`src/rtl/wb_stage_pkg.sv`:
```
// Shared definitions for the write-back stage: default width, RV opcodes, load funct3 codes, FSM states.
package wb_stage_pkg;

  localparam int XLEN_DEF = 32;

  localparam logic [6:0] OP        = 7'b0110011;
  localparam logic [6:0] OP_IMM    = 7'b0010011;
  localparam logic [6:0] LOAD      = 7'b0000011;
  localparam logic [6:0] STORE     = 7'b0100011;
  localparam logic [6:0] BRANCH    = 7'b1100011;
  localparam logic [6:0] LUI       = 7'b0110111;
  localparam logic [6:0] AUIPC     = 7'b0010111;
  localparam logic [6:0] JAL       = 7'b1101111;
  localparam logic [6:0] JALR      = 7'b1100111;
  localparam logic [6:0] SYSTEM    = 7'b1110011;
  localparam logic [6:0] FENCE     = 7'b0001111;
  localparam logic [6:0] OP_32     = 7'b0111011;
  localparam logic [6:0] OP_IMM_32 = 7'b0011011;

  localparam logic [2:0] F3_LB  = 3'b000;
  localparam logic [2:0] F3_LH  = 3'b001;
  localparam logic [2:0] F3_LW  = 3'b010;
  localparam logic [2:0] F3_LD  = 3'b011;
  localparam logic [2:0] F3_LBU = 3'b100;
  localparam logic [2:0] F3_LHU = 3'b101;
  localparam logic [2:0] F3_LWU = 3'b110;

  typedef enum logic {
    RUN    = 1'b0,
    HALTED = 1'b1
  } wb_state_e;

  // The *_32 word ops only exist on RV64.
  function automatic logic opcode_writes_rd(input logic [6:0] opc, input logic rv64);
    case (opc)
      OP, OP_IMM, LOAD, LUI, AUIPC, JAL, JALR: return 1'b1;
      OP_32, OP_IMM_32:                        return rv64;
      default:                                 return 1'b0;
    endcase
  endfunction

endpackage

```
`src/rtl/wb_load_ext.sv`:
```
// Load lane select and sign/zero extension; misaligned accesses fall back to the lower-aligned lane.
module wb_load_ext
  import wb_stage_pkg::*;
#(
  parameter int XLEN  = XLEN_DEF,
  parameter int OFF_W = 2
) (
  input  logic [2:0]       funct3,
  input  logic [OFF_W-1:0] off,
  input  logic [XLEN-1:0]  rdata,
  output logic [XLEN-1:0]  result
);

  logic [OFF_W-1:0] off_h;
  logic [OFF_W-1:0] off_w;
  logic [XLEN-1:0]  sh_b;
  logic [XLEN-1:0]  sh_h;
  logic [XLEN-1:0]  sh_w;

  // Clearing the low offset bits aligns the lane; on RV32 the word offset collapses to zero.
  assign off_h = off & ~OFF_W'(1);
  assign off_w = off & ~OFF_W'(3);
  assign sh_b  = rdata >> {off, 3'b000};
  assign sh_h  = rdata >> {off_h, 3'b000};
  assign sh_w  = rdata >> {off_w, 3'b000};

  always_comb begin
    result = rdata;
    case (funct3)
      F3_LB:   result = XLEN'($signed(sh_b[7:0]));
      F3_LBU:  result = XLEN'(sh_b[7:0]);
      F3_LH:   result = XLEN'($signed(sh_h[15:0]));
      F3_LHU:  result = XLEN'(sh_h[15:0]);
      F3_LW:   result = XLEN'($signed(sh_w[31:0]));
      F3_LWU:  result = XLEN'(sh_w[31:0]);
      F3_LD:   result = rdata;
      default: result = rdata;
    endcase
  end

endmodule

```
`src/rtl/wb_stage.sv`:
```
// Write-back stage: RUN/HALTED FSM, result select and registered register-file write port.
// Optional retire counter enabled by defining WB_RETIRE_CNT_EN.
module wb_stage
  import wb_stage_pkg::*;
#(
  parameter int XLEN       = XLEN_DEF,
  parameter int REG_ADDR_W = 5,
  parameter int CNT_W      = 64
) (
  input  logic                  i_clk,
  input  logic                  i_rst,
  input  logic                  i_valid,
  output logic                  o_ready,
  input  logic [31:0]           i_instr,
  input  logic [XLEN-1:0]       i_pc,
  input  logic [XLEN-1:0]       i_alu,
  input  logic [XLEN-1:0]       i_mem_rdata,
  input  logic                  i_halt,
  input  logic                  i_flush,
  output logic                  o_reg_wr_en,
  output logic [REG_ADDR_W-1:0] o_rd_addr,
  output logic [XLEN-1:0]       o_rd_data,
  output logic                  o_retire,
  output logic [CNT_W-1:0]      o_retire_cnt
);

  localparam int OFF_W = (XLEN == 64) ? 3 : 2;

  wb_state_e             state;
  wb_state_e             state_nxt;
  logic                  accept;
  logic                  retire_nxt;
  logic                  wr_en_nxt;
  logic [6:0]            opcode;
  logic [REG_ADDR_W-1:0] rd;
  logic [XLEN-1:0]       pc_plus4;
  logic [XLEN-1:0]       load_data;
  logic [XLEN-1:0]       result;

  // Handshake: a transfer happens on a cycle where i_valid and o_ready are both high;
  // MEM must hold its instruction stable while o_ready is low.
  assign o_ready    = (state == RUN) && !i_halt;
  assign accept     = i_valid && o_ready;
  assign opcode     = i_instr[6:0];
  assign rd         = REG_ADDR_W'(i_instr[11:7]);
  assign pc_plus4   = i_pc + XLEN'(4);
  assign retire_nxt = accept && !i_flush;
  assign wr_en_nxt  = retire_nxt && (rd != '0) && opcode_writes_rd(opcode, XLEN == 64);

  wb_load_ext #(
    .XLEN  (XLEN),
    .OFF_W (OFF_W)
  ) u_load_ext (
    .funct3 (i_instr[14:12]),
    .off    (i_alu[OFF_W-1:0]),
    .rdata  (i_mem_rdata),
    .result (load_data)
  );

  always_comb begin
    result = i_alu;
    case (opcode)
      JAL, JALR: result = pc_plus4;
      LOAD:      result = load_data;
      default:   result = i_alu;
    endcase
  end

  always_comb begin
    state_nxt = state;
    case (state)
      RUN:     if (i_halt)  state_nxt = HALTED;
      HALTED:  if (!i_halt) state_nxt = RUN;
      default: state_nxt = RUN;
    endcase
  end

  always_ff @(posedge i_clk or negedge i_rst) begin
    if (!i_rst) begin
      state       <= RUN;
      o_reg_wr_en <= 1'b0;
      o_retire    <= 1'b0;
      o_rd_addr   <= '0;
      o_rd_data   <= '0;
    end else begin
      state       <= state_nxt;
      o_reg_wr_en <= wr_en_nxt;
      o_retire    <= retire_nxt;
      if (retire_nxt) begin
        o_rd_addr <= rd;
        o_rd_data <= result;
      end
    end
  end

`ifdef WB_RETIRE_CNT_EN
  logic [CNT_W-1:0] retire_cnt;

  always_ff @(posedge i_clk or negedge i_rst) begin
    if (!i_rst) retire_cnt <= '0;
    else if (o_retire) retire_cnt <= retire_cnt + CNT_W'(1);
  end

  assign o_retire_cnt = retire_cnt;
`else
  assign o_retire_cnt = '0;
`endif

endmodule

```
`config.mk`:
```
export PLATFORM = sky130hd
export DESIGN_NAME = wb_stage
export DESIGN_NICKNAME = d
export VERILOG_FILES = /design/src/rtl/wb_stage_pkg.sv /design/src/rtl/wb_load_ext.sv /design/src/rtl/wb_stage.sv
export SDC_FILE = /design/constraint.sdc
export NUM_CORES = 1
export LEC_CHECK = 0
export ABC_AREA = 1
export BUFFER_PORTS_ARGS = -buffer_cell sky130_fd_sc_hd__buf_2
export CAP_MARGIN = 25
export CORE_UTILIZATION = 47
export CTS_BUF_LIST = sky130_fd_sc_hd__clkbuf_2 sky130_fd_sc_hd__clkbuf_4 sky130_fd_sc_hd__clkbuf_8
export CTS_CLUSTER_SIZE = 10
export DETAILED_ROUTE_END_ITERATION = 7
export PLACE_DENSITY_LB_ADDON = 0.2
export SLEW_MARGIN = 20
export SYNTH_ARGS = -nofsm -noshare
export SYNTH_HDL_FRONTEND = slang
export SYNTH_SLANG_ARGS = --single-unit
```
`constraint.sdc`:
```
create_clock -name i_clk -period 1.57 [get_ports i_clk]
set_clock_uncertainty 0.15 [all_clocks]
set_input_delay 0.2355 -clock i_clk [delete_from_list [all_inputs] [get_ports i_clk]]
set_output_delay 0.2355 -clock i_clk [all_outputs]
set_load 0.005 [all_outputs]
```
Word level (Yosys, flattened, before mapping)

Index checks and enable logic that the tools add are counted.

Flip-flop bits (word level): 40
Output and inout bits: 104

Bitwise logic cells: 1
Multiplexer cells: 4
Equality and inequality tests: 10
$add $sub $neg: 1
Reduce and logical (&&, ||, !) cells: 11
Shift-type cells: 2

Operator list:

| operator              | count |
|---|---|
| $pmux 32 s4           | 1 |
| $pmux 32 s2           | 1 |
| $add 32x3->32 const B | 1 |
| $shr 32x5->16         | 1 |
| $shr 32x5->8          | 1 |
| $eq 7x5->1 const B    | 2 |
| $eq 7x6->1 const B    | 2 |
| $eq 7x7->1 const B    | 2 |
| $eq 7x2->1 const B    | 1 |
| $reduce_or 7->1       | 1 |
| $eq 3x3->1 const B    | 2 |
| $logic_and 1x1->1     | 5 |
| $reduce_bool 5->1     | 1 |
| $eq 3x1->1 const B    | 1 |
| $logic_not 3->1       | 1 |
| $logic_not 1->1       | 2 |
| $mux 1                | 2 |
| $reduce_or 2->1       | 1 |
| $not 1->1             | 1 |

Depth between registers and ports, before layout

Word-level depth: 6
Depth in mapped cells: 11
Mapped depth without buffers: 11

Cells and area by module

From an unflattened synthesis, not the netlist that was laid out.

Cell total of the unflattened synthesis: 755
Area total of the unflattened synthesis: 4,605.7 µm²

By module, submodules not included:

| module      | cells an instance | area each (µm²) | times used | seq. area each (µm²) |
|---|---|---|---|---|
| wb_stage    | 598               | 3,746.1         | 1          | 1,001.0 |
| wb_load_ext | 157               | 859.6           | 1          | 0.0 |

Worst setup path before layout

Ideal clock, no wire load.

Path kind: input-to-reg
From: input port i_pc[2]
To: register o_rd_data[6]
Stages on the path: 8
Setup time: 0.117 ns
Slack: 0.062 ns
Arrival: 1.242 ns
Buffers on the path: 0
Cell sequence: ha_1 > nand3_1 > inv_1 > or2_2 > o211ai_1 > nand3_1 > nor2_1 > nor2_1

Cells in the longest elaborated chain, start to end: 2

Ends and longest elaborated chain:

| what                   | RTL line       | RTL |
|---|---|---|
| start: declaration     | wb_stage.sv:15 | `input logic [XLEN-1:0] i_pc,` |
| $add 32x3->32          | wb_stage.sv:46 | `assign pc_plus4 = i_pc + XLEN'(4);` |
| $pmux 32 s2            | wb_stage.sv:62 | `case (opcode)` |
| end signal: assignment | wb_stage.sv:91 | `o_rd_data <= result;` |
| end: declaration       | wb_stage.sv:22 | `output logic [XLEN-1:0] o_rd_data,` |

No other way between the ends.
A chain may end at the register's enable or synchronous reset.

Final worst setup path

From: register state
To: register o_rd_data[13]

Cells in the longest elaborated chain, start to end: 4

Ends and longest elaborated chain:

| what                     | RTL line       | RTL |
|---|---|---|
| start: declaration       | wb_stage.sv:29 | `wb_state_e state;` |
| start signal: assignment | wb_stage.sv:86 | `state <= state_nxt;` |
| $not 1->1                | --             |  |
| $logic_and 1x1->1        | wb_stage.sv:42 | `assign o_ready = (state == RUN) && !i_halt;` |
| $logic_and 1x1->1        | wb_stage.sv:43 | `assign accept = i_valid && o_ready;` |
| $logic_and 1x1->1        | wb_stage.sv:47 | `assign retire_nxt = accept && !i_flush;` |

No other way between the ends.

==> run_results.csv <==
group,metric,value,unit
outcome,status,"finished clean",
sta,finalHoldViolCount,0,
yosys,synth_adder_area_share,0.282,%
yosys,yosysSeqAreaShare,22.5,%
clock_tree,cts_tree,"yes",
detailed_routing,drt_iter0_drc,291,
yosys,synth.distinct_cells,32,
clock_tree,clk_pin_slew,90,ps
yosys,synth-main-ff-cell,"dfrtp_1",
critical_path,worst_ep_arrival_time,1530,ps
sta,setup_ws,95.0,ps
yosys,synth_top_family_by_area,"simple AND/OR/NAND/NOR gates",
min_path,holdCritPathClass,"primary input to flip-flop",
yosys,synth.avg_cell_area,5.74,µm²
power,power_density,606,nW/µm²
cells_and_area,utilization,61.7,%
yosys,synth_seq_cells,40,
critical_path,reg2reg_slack,90,ps
yosys,synth-xor-area-share,0.394,%
yosys,yosys.area_share.simple,47.6,%
floorplan,core,9200,µm²
critical_path,worst_setup_path_end_kind,"flip-flop",
floorplan,initial_core_util,48.3,%
global_route,grt-ovfl-total,0,
critical_path,cp_num_buf_inv,4,
power,vdd_drop_max,353,µV
critical_path,cp.required,1620,ps
place,dp_hpwl,11.7,mm
cells_and_area,finalNetCount,1113,
sta,fin_crit,1480,ps
yosys,synthArstFlopShare,100,%
detailed_routing,via_count,5216,
critical_path,reg2reg_depth,8,
cells_and_area,area_delta_synth_final,27.8,%
clock_tree,clk_latency,300,ps
place,io_buffer_count,155,
critical_path,r2r-end,"o_rd_data[13]$_DFFE_PN0P_",
global_route,grt_max_degree,41,
clock_tree,cts_sinks,40,
cells_and_area,diodes,0,
detailed_routing,drc_errors,0,
detailed_routing,dr.pass1.iters,5,
place,gp_congestion,0.964,
cells_and_area,drive_gt1_share,26.7,%
detailed_routing,wl_per_cell,13.0,µm
critical_path,critPathTopFamily,"buffers and inverters",
clock_tree,clock_path_buffers,2,
sta,slew_violations,0,
min_path,hp-start,"i_instr[8]",
global_route,grt_pass1_vias,4810,
detailed_routing,wl,14.1,mm
clock_tree,post_cts_buffers,0,
yosys,yosysWarnings,0,
sta,setup_viol,0,
clock_tree,clk_root_buffer_cell,"clkbuf_8",
critical_path,r2r-start,"state$_DFF_PN0_",
floorplan,die_y,99.2,µm
yosys,synth_edf_count,0,
critical_path,crit_type,"flip-flop to flip-flop",
yosys,synthMuxAreaShare,0,%
clock_tree,htreeDepth,2,
floorplan,row_count,35,
critical_path,cp_common_cell,"nand2_1",
critical_path,critPathLaunchType,"flip-flop",
global_route,grt.total_usage,29.1,%
place,dp_slack,-121,ps
min_path,min_to,"o_rd_addr[1]$_DFFE_PN0P_",
clock_tree,cts_buffers,5,
power,power_leakage,3.22,nW
critical_path,crit_fanout,27,
power,power.total,3.44,mW
global_route,grt_pass1_wl,22.6,mm
sta,whs,44.4,ps
floorplan,die_w,99.2,µm
detailed_routing,via_per_inst,4.78,
floorplan,die_area,9840,µm²
min_path,worstHoldPathCells,3,
sta,fin_crit_sh,93.9,%
critical_path,cp_cell_sequence,"nor2_2 -> nand2_1 -> inv_2 -> buf_12 -> buf_4 -> nand2_1 -> o21bai_1 -> inv_1",
global_route,antenna_found_initial,0,
sta,grt_setup_unrepaired,"true",
yosys,synth.cell_area,4440,µm²
detailed_routing,ant_nets,0,
sta,fmax,0.678,GHz
critical_path,critPathMaxStageDelay,380,ps
yosys,synth_compound_area_share,7.86,%
yosys,syn_inst,774,
critical_path,slowest_stage,"dfrtp_1",
run,drv_cap,0,
floorplan,io_pins,237,
[flip-flops by register name (all words and copies together) (netlist names)]
register and count:
o_rd_addr 5, o_rd_data 32, o_reg_wr_en 1, o_retire 1, state 1
[cell type report]
| cell class | count | area [µm²] |
|---|---|---|
| sequential | 40 | 1000 |
| fill | 970 | 3520 |
| tap | 111 | 139 |
| clock inverter | 2 | 38.8 |
| multi-input combinational | 631 | 2740 |
| inverter | 77 | 289 |
| timing repair buffer | 224 | 1380 |
| clock buffer | 6 | 82.6 |
[through the flow]
step | TNS [ps] | cells | cell area, µm²
2_1_floorplan | 0 | 837 | 4680
3_3_place_gp | -1270 | 1080 | 5510
3_5_place_dp | -1820 | 1080 | 5510
4_1_cts | 0 | 1091 | 5660
5_1_grt | -14.8 | 1091 | 5670
6_report | 0 | 1091 | 5670
[placed cells by master (no fill, tap or decap), drive strengths merged, types with 5 or more instances in the layout]
| cell | Yosys | routed |
|---|---|---|
| o211ai | 15 | 15 |
| nand3 | 67 | 67 |
| o21bai | 8 | 8 |
| nand4 | 5 | 5 |
| nor3 | 5 | 5 |
| clkbuf | 2 | 6 |
| a21oi | 21 | 21 |
| o21ai | 11 | 11 |
| nor2 | 184 | 184 |
| dfrtp | 40 | 40 |
| or2 | 10 | 10 |
| conb | 1 | 64 |
| inv | 76 | 76 |
| nand2 | 233 | 233 |
| buf | 87 | 221 |
[report_power, final]
| part | internal (mW) | switching (mW) | leakage [nW] | total, mW |
|---|---|---|---|---|
| Sequential | 1.23 | 0.109 | 0.460 | 1.34 |
| Clock | 0.521 | 0.421 | 0.0614 | 0.942 |
| Combinational | 0.544 | 0.613 | 2.70 | 1.16 |
[worst max path at each step]
stage / from / endpoint / slack, ps / cells after the start
6_report: state$_DFF_PN0_ / o_rd_data[13]$_DFFE_PN0P_ / 90 / 8
5_1_grt: state$_DFF_PN0_ / o_rd_data[26]$_DFFE_PN0P_ / -10 / 9
4_1_cts: state$_DFF_PN0_ / o_rd_data[26]$_DFFE_PN0P_ / 60 / 9
3_5_place_dp: i_pc[2] / o_rd_data[6]$_DFFE_PN0P_ / -120 / 9
3_3_place_gp: i_pc[2] / o_rd_data[6]$_DFFE_PN0P_ / -110 / 9
2_1_floorplan: i_pc[2] / o_rd_data[6]$_DFFE_PN0P_ / 60 / 8
[layer usage]
| metal | wire length, µm | GRT usage (%) | vias to the layer above |
|---|---|---|---|
| met1 | 6260 | 37.7 | 2291 |
| met3 | 877 | 3.58 | 27 |
| met4 | 357 | 9.84 | 0 |
| li1 | - | - | 2684 |
| met5 | 0 | 0 | - |
| met2 | 6640 | 50.2 | 214 |
[cell families (layout without fill, tap and decap cells)]
family | Yosys count | after routing
AOI/OAI and AO/OA | 57 | 57
xor gates and xnor gates | 2 | 2
adders and majority gates | 1 | 1
buffers and inverters | 166 | 309
DFF | 40 | 40
other | 1 | 64
and+or+nand+nor | 507 | 507
[cells in the mapped netlist, types with 2 or more instances]
library cell	n	area [µm²]
clkbuf_1	2	7.51
a21oi_1	21	105
buf_6	5	56.3
nand3b_1	2	15.0
nand2_2	5	31.3
nor2_4	2	22.5
nor3_1	5	25.0
buf_2	14	70.1
nand2_4	2	22.5
o21ai_0	11	55.1
nor2_1	174	653
o21bai_1	8	60.1
inv_1	74	278
o211ai_1	15	113
dfrtp_1	40	1000
nor2_2	8	50.1
nand2_1	226	848
buf_4	67	503
inv_2	2	7.51
nand4_1	5	31.3
xor2_1	2	17.5
or2_2	9	56.3
nand3_1	66	330
[worst register-to-register path, stage by stage (launching register included)]
cell      delay, ps
dfrtp_1         380
nor2_2           90
nand2_1          80
inv_2           100
buf_12          170
buf_4           170
nand2_1          60
o21bai_1        120
inv_1            50
[timing repair]
item	in CTS	in global routing
hold endpoints to repair	42	0
hold buffers	3	0
gates resized for setup	0	5
setup endpoints to repair	0	6
No activity file was read; power rests on OpenSTA's default activity.
